--- src/rtl/seq_mult_16b.sv ---
// -----------------------------------------------------------------------------
// seq_mult_16b
//   Unsigned 16x16 sequential shift-add multiplier. One add-and-shift
//   iteration per clock, 16 iterations per operation, 32-bit result {A,Q}.
//   The running partial sum A and the multiplicand M feed a single RCA_16b
//   ripple-carry adder each cycle.
//
//   Ports:
//     clk      in   1   rising-edge clock
//     rst_n    in   1   asynchronous active-low reset
//     start    in   1   operation request, honoured in IDLE or DONE only
//     mcand    in  16   multiplicand, captured on an accepted start
//     mplier   in  16   multiplier, captured on an accepted start
//     busy     out  1   high while iterating (RUN)
//     done     out  1   one-cycle pulse when product is final
//     product  out 32   {A,Q}; final from DONE until the next accepted start
// -----------------------------------------------------------------------------
module seq_mult_16b (
    input  logic        clk,
    input  logic        rst_n,
    input  logic        start,
    input  logic [15:0] mcand,
    input  logic [15:0] mplier,
    output logic        busy,
    output logic        done,
    output logic [31:0] product
);

    typedef enum logic [1:0] {
        IDLE = 2'd0,
        RUN  = 2'd1,
        DONE = 2'd2
    } state_t;

    state_t      state_q, state_d;
    logic [15:0] m_q, m_d;
    logic [15:0] a_q, a_d;
    logic [15:0] q_q, q_d;
    logic        c_q, c_d;
    logic [4:0]  cnt_q, cnt_d;

    logic [15:0] sum_w;
    logic        c_out_w;
    logic [16:0] ca_w;

    RCA_16b u_rca (
        .a     (a_q),
        .b     (m_q),
        .c_in  (1'b0),
        .sum   (sum_w),
        .c_out (c_out_w)
    );

    always_ff @(posedge clk or negedge rst_n) begin
        if (!rst_n) begin
            state_q <= IDLE;
            m_q     <= '0;
            a_q     <= '0;
            q_q     <= '0;
            c_q     <= 1'b0;
            cnt_q   <= '0;
        end else begin
            state_q <= state_d;
            m_q     <= m_d;
            a_q     <= a_d;
            q_q     <= q_d;
            c_q     <= c_d;
            cnt_q   <= cnt_d;
        end
    end

    always_comb begin
        state_d = state_q;
        m_d     = m_q;
        a_d     = a_q;
        q_d     = q_q;
        c_d     = c_q;
        cnt_d   = cnt_q;
        ca_w    = {c_q, a_q};

        case (state_q)
            IDLE, DONE: begin
                if (start) begin
                    m_d     = mcand;
                    q_d     = mplier;
                    a_d     = '0;
                    c_d     = 1'b0;
                    cnt_d   = '0;
                    state_d = RUN;
                end else if (state_q == DONE) begin
                    state_d = IDLE;
                end
            end
            RUN: begin
                // Add (or pass) and shift folded into a single update:
                // {C,A} is formed first, then {C,A,Q} shifts right by one,
                // so the adder carry lands in A[15] and C always clears.
                ca_w  = q_q[0] ? {c_out_w, sum_w} : {1'b0, a_q};
                c_d   = 1'b0;
                a_d   = ca_w[16:1];
                q_d   = {ca_w[0], q_q[15:1]};
                cnt_d = cnt_q + 5'd1;
                if (cnt_q == 5'd15) begin
                    state_d = DONE;
                end
            end
            default: begin
                state_d = IDLE;
            end
        endcase
    end

    assign busy    = (state_q == RUN);
    assign done    = (state_q == DONE);
    assign product = {a_q, q_q};

endmodule

// -----------------------------------------------------------------------------
// RCA_16b
//   16-bit ripple-carry adder.
//   Ports: a, b (16-bit addends), c_in (carry in), sum (16-bit), c_out.
// -----------------------------------------------------------------------------
module RCA_16b (
    input  logic [15:0] a,
    input  logic [15:0] b,
    input  logic        c_in,
    output logic [15:0] sum,
    output logic        c_out
);

    logic carry;

    always_comb begin
        sum   = '0;
        carry = c_in;
        for (int unsigned i = 0; i < 16; i++) begin
            sum[i] = a[i] ^ b[i] ^ carry;
            carry  = (a[i] & b[i]) | (carry & (a[i] ^ b[i]));
        end
        c_out = carry;
    end

endmodule

--- config.mk ---
export PLATFORM = sky130hd
export DESIGN_NAME = seq_mult_16b
export DESIGN_NICKNAME = d
export VERILOG_FILES = /design/src/rtl/seq_mult_16b.sv
export SDC_FILE = /design/constraint.sdc
export NUM_CORES = 1
export LEC_CHECK = 0
export ABC_AREA = 1
export CORE_MARGIN = 10
export CORE_UTILIZATION = 35
export DETAILED_ROUTE_END_ITERATION = 16
export SLEW_MARGIN = 15
export SYNTH_ARGS = -nofsm -noshare
export SYNTH_HDL_FRONTEND = slang
export SYNTH_SLANG_ARGS = --single-unit
export TNS_END_PERCENT = 1
--- constraint.sdc ---
create_clock -name clk -period 8.6 [get_ports clk]
set_input_delay 1.29 -clock clk [delete_from_list [all_inputs] [get_ports clk]]
set_output_delay 1.29 -clock clk [all_outputs]
set_load 0.01 [all_outputs]
# Word level (Yosys, flattened, before mapping)
# Cells that the tools add are included.
# op_classes
n_addsub,1
eq_ne,6
mux,11
n_bitwise,77
reduce_logical,6
# op_table
cell,count
$pmux W16 S2,2
$mux W16,2
$and A1 B1 Y1,31
$xor A1 B1 Y1,31
$mux W17,1
$or A1 B1 Y1,15
$pmux W5 S2,1
$mux W2,3
$reduce_and A2 Y1,3
$add A5 B1 Y5 const B,1
$eq A5 B4 Y1 const B,1
$mux W5,1
$pmux W2 S2,1
$ne A3 B3 Y1 const B,1
$eq A2 B1 Y1 const B,1
$eq A2 B2 Y1 const B,1
$logic_not A2 Y1,1
$ne A2 B1 Y1 const B,1
$ne A2 B2 Y1 const B,1
$reduce_bool A2 Y1,1
$reduce_or A2 Y1,1
# totals
regBits,55

# Depth between registers and ports, before layout
# depth
ltp_word,33
depth_mapped,20
ltp_nobuf,20

# By module
# From an unflattened synthesis, not the netlist that was laid out.
# hier_totals
cells_unflattened,310
area_unflattened_um2,2798.9
# by_module_without_submodules
module,n_inst,cells_per_inst,area_per_inst_um2,seq_area_each_um2
seq_mult_16b,1,284,2441.1,1376.3
RCA_16b,1,26,357.8,0.0

# Least setup slack after synthesis
# OpenSTA, ideal clock, no wires.
# synth_timing
path_kind,register to register
startpoint,register a_q[0]
endpoint,register a_q[14]
setup_ns,0.127
arrival_ns,6.450
t_required_ns,8.473
slack_ns,2.024
stages_incl_launch_ff,21
path_cell_list,dfrtp_1 ha_1 fa_1 fa_1 fa_1 fa_1 fa_1 fa_1 fa_1 fa_1 fa_1 fa_1 fa_1 fa_1 fa_1 inv_1 fa_1 inv_1 fa_1 o211ai_1 o21ai_1
# synth_via
elab_chain_len,32
# synth_rtl
item,line,source
from (decl),37,"logic [15:0] a_q, a_d;"
from (signal assigned),58,a_q <= '0;
from (signal assigned),65,a_q <= a_d;
$and A1 B1 Y1 (2 in a row),139,carry = (a[i] & b[i]) | (carry & (a[i] ^ b[i]));
$or A1 B1 Y1,139,
$and A1 B1 Y1,139,
$or A1 B1 Y1,139,
$and A1 B1 Y1,139,
$or A1 B1 Y1,139,
$and A1 B1 Y1,139,
$or A1 B1 Y1,139,
(+15 left out),n/a,
$or A1 B1 Y1,139,
$and A1 B1 Y1,139,
$or A1 B1 Y1,139,
$and A1 B1 Y1,139,
$or A1 B1 Y1,139,
$xor A1 B1 Y1,138,sum[i] = a[i] ^ b[i] ^ carry;
$mux W17,98,"ca_w = q_q[0] ? {c_out_w, sum_w} : {1'b0, a_q};"
$pmux W16 S2,81,case (state_q)
# Every way passes these cells.
# A chain may end at the register's enable or synchronous reset.

# Final worst setup path
# Ends and elaborated chain as after synthesis.

==> results.yml <==
critical_path:
  r2r_setup_slack_ns: 1.84
  start_kind: "flip-flop"
  startpoint: "a_q[0]"
  r2r-end: "a_q[14]"
  crit_chain: "ha_1, fa_1, fa_1, fa_1, fa_1, fa_1, fa_1, fa_1, fa_1, fa_1, fa_1, fa_1, fa_1, fa_1, inv_1, fa_1, inv_1, fa_1, o211ai_1, o21ai_1"
  reg2regPathDepth: 20
  critPathKind: "flip-flop to flip-flop"
  worst_path_most_repeated_cell: "fa_1"
  regToRegStartpoint: "a_q[0]"
  endpoint: "a_q[14]"
  crit_fanout: 4
  arrival_ns: 6.94
  endpoint_kind: "flip-flop"
  max_stage_delay_ns: 0.43
  cp_slowest_cell: "fa_1"
  crit_required_ns: 8.79
routing:
  wl_per_cell_microns: 14.8
  drc: 0
  viasPerCell: 4.85
  drt_first_pass_iters: 4
  drt_iter0_markers: 122
  antenna_left: 0
  via_count: 2244
  wl_microns: 6850
cells_and_area:
  drive_gt1_share_pct: 4.16
  final_common_cell: "nand2_1"
  final_cell_mix: "88 x nand2_1, 67 x clkdlybuf4s50_1, 55 x dfrtp_1"
  area_delta_synth_final_pct: 28.5
  fin_nets: 415
  layoutNonFillerInstCount: 463
  diodes: 0
  stdcell_area_sq_um: 3570
placed_design:
  dp_hpwl_microns: 4890
  post-place-cells: 457
  gp_congestion: 0.735
  place_area_sq_um: 3490
  port_buffers: 68
clocking:
  cts.sinks: 55
  path_clk_slew_ns: 0.09
  clockRootBuffer: "clkbuf_8"
  holdBufCountCts: 0
  clk_latency_ns: 0.30
  cts.htree.levels: 2
  cts_tree: "built"
  post_cts_buffers: 0
  ctsResizeCount: 0
  cts_inserted_buffers: 5
  clock_path_buffers: 2
yosys:
  synth_cell_type_count: 22
  ys_warn_count: 0
  syn_area_sq_um: 2780
  netlist_top_cells_area: "dfrtp_1 50%, nand2_1 12%, fa_1 11%"
  ys_seq_area_share_pct: 49.6
  postSynthCellCount: 301
  synth.top_cell.area_share_pct: 49.6
  synth_top_cell_by_area: "dfrtp_1"
  syn_nets: 354
  ys_seq_elements: 55
  avgSynthCellArea_sq_um: 9.22
pwr:
  ir_drop_mv: 0.130
  powerDensity_nw_per_um2: 385
  seqPwrFrac_pct: 37.3
  p_switching_uw: 580
  p_int_uw: 792
  p_comb_share_pct: 53.0
  leakage_nw: 1.64
  switching_share_pct: 42.3
  pwr-share-clk_pct: 9.7
  power_mw: 1.37
floorplanning:
  initial_core_util_pct: 35.9
  coreArea_sq_um: 7730
  die_area_sq_um: 11900
  die_w_microns: 109
  ios: 69
  rows: 32
  fp.dieH_microns: 109
timing:
  setup_violations: 0
  slew-limit-headroom_pct: 52.2
  whs_ns: 0.497
  worst_pin_slew_ns: 0.717
  period_share_pct: 78.6
  final.min_clock_period_ns: 6.76
  fmax_ghz: 0.148
  fin_tns_setup_ns: 0
  rsz0062_at_grt: "no"
  slew_violations: 0
  hold_violations: 0
  fin_skew_ns: 0.00425
job:
  cap_viol_max_count: 0
grt:
  grt-ovfl-total: 0
  grt_pass1_wl_microns: 11300
  grt_util_all_layers_pct: 11.8
  antenna_found_initial: 0
  first_global_vias: 2294
  grt_max_degree: 56
worst_hold_path:
  hold_path_class: "flip-flop to flip-flop"
status:
  outcome: "completed"
final cells by class:
cell class / instances / area (sq um)
well taps: 102 / 128
inverters: 26 / 105
clock buffers: 6 / 72.6
repair buffers: 70 / 691
flip-flops and latches: 55 / 1380
fillers: 732 / 4160
multi-input cells: 204 / 1190
cell usage after synthesis, drive strengths merged:
library cell / number
dfrtp: 55
inv: 25
nand2: 91
clkinv: 1
o211ai: 14
a21oi: 3
ha: 3
nand4: 1
buf: 10
fa: 15
nand3: 48
o22ai: 1
clkbuf: 6
o21ai: 20
nor2: 8
layer usage:
layer / vias to the layer above / track usage (%) / wire length (microns)
li1: 1095 / - / -
met1: 1105 / 14.8 / 2930
met2: 40 / 20.0 / 3550
met3: 4 / 2.71 / 302
met4: 0 / 3.11 / 68
met5: - / 0 / 0
flip-flops by register name, summed over array words and instances, names as in the netlist:
signal   count
a_q         16
q_q         16
cnt_q        5
state_q      2
m_q         16
cells by family (layout without fill, tap and decap cells):
kind of cell	count (synthesis)	in the layout	share of synthesized area, %
flip-flops	55	55	49.6
AO/OA/AOI/OAI	38	38	8.16
adder cells (fa/ha/maj)	18	18	12.2
AND/OR/NAND/NOR	148	148	22.7
buffers and inverters	42	102	7.35
worst max-delay path, delay by kind of cell (launching register included):
family          cells  cell delay, ns
fa+ha+maj          16            5.84
buf+inv             2            0.12
compound gates      2            0.26
flops               1            0.42
metrics by stage:
stage	utilization (%)	setup slack, ns
after floorplan	-	2.02
after global placement	45.2	1.93
after detailed placement	45.2	1.81
after CTS	46.2	1.79
after global routing	46.2	1.62
final	46.2	1.84
worst min path at each step:
| stage | slack, ns | start | depth (start not counted) | end |
|---|---|---|---|---|
| finish | 0.50 | m_q[0] | 2 | m_q[0] |
| global route | 0.53 | q_q[9] | 2 | q_q[9] |
| CTS | 0.50 | m_q[0] | 2 | m_q[0] |
| detailed placement | 0.47 | m_q[0] | 2 | m_q[0] |
| global placement | 0.46 | m_q[0] | 2 | m_q[0] |
| floorplan | 0.45 | m_q[0] | 2 | m_q[0] |
power by group through the flow:
stage | Combinational, mW | Sequential [mW] | Clock, mW
6_report | 0.728 | 0.511 | 0.133
5_1_grt | 0.837 | 0.536 | 0.148
4_1_cts | 0.748 | 0.514 | 0.140
3_3_place_gp | 0.720 | 0.516 | 0
3_5_place_dp | 0.747 | 0.517 | 0
2_1_floorplan | 0.444 | 0.528 | 0
No activity file was read; power rests on OpenSTA's default activity.
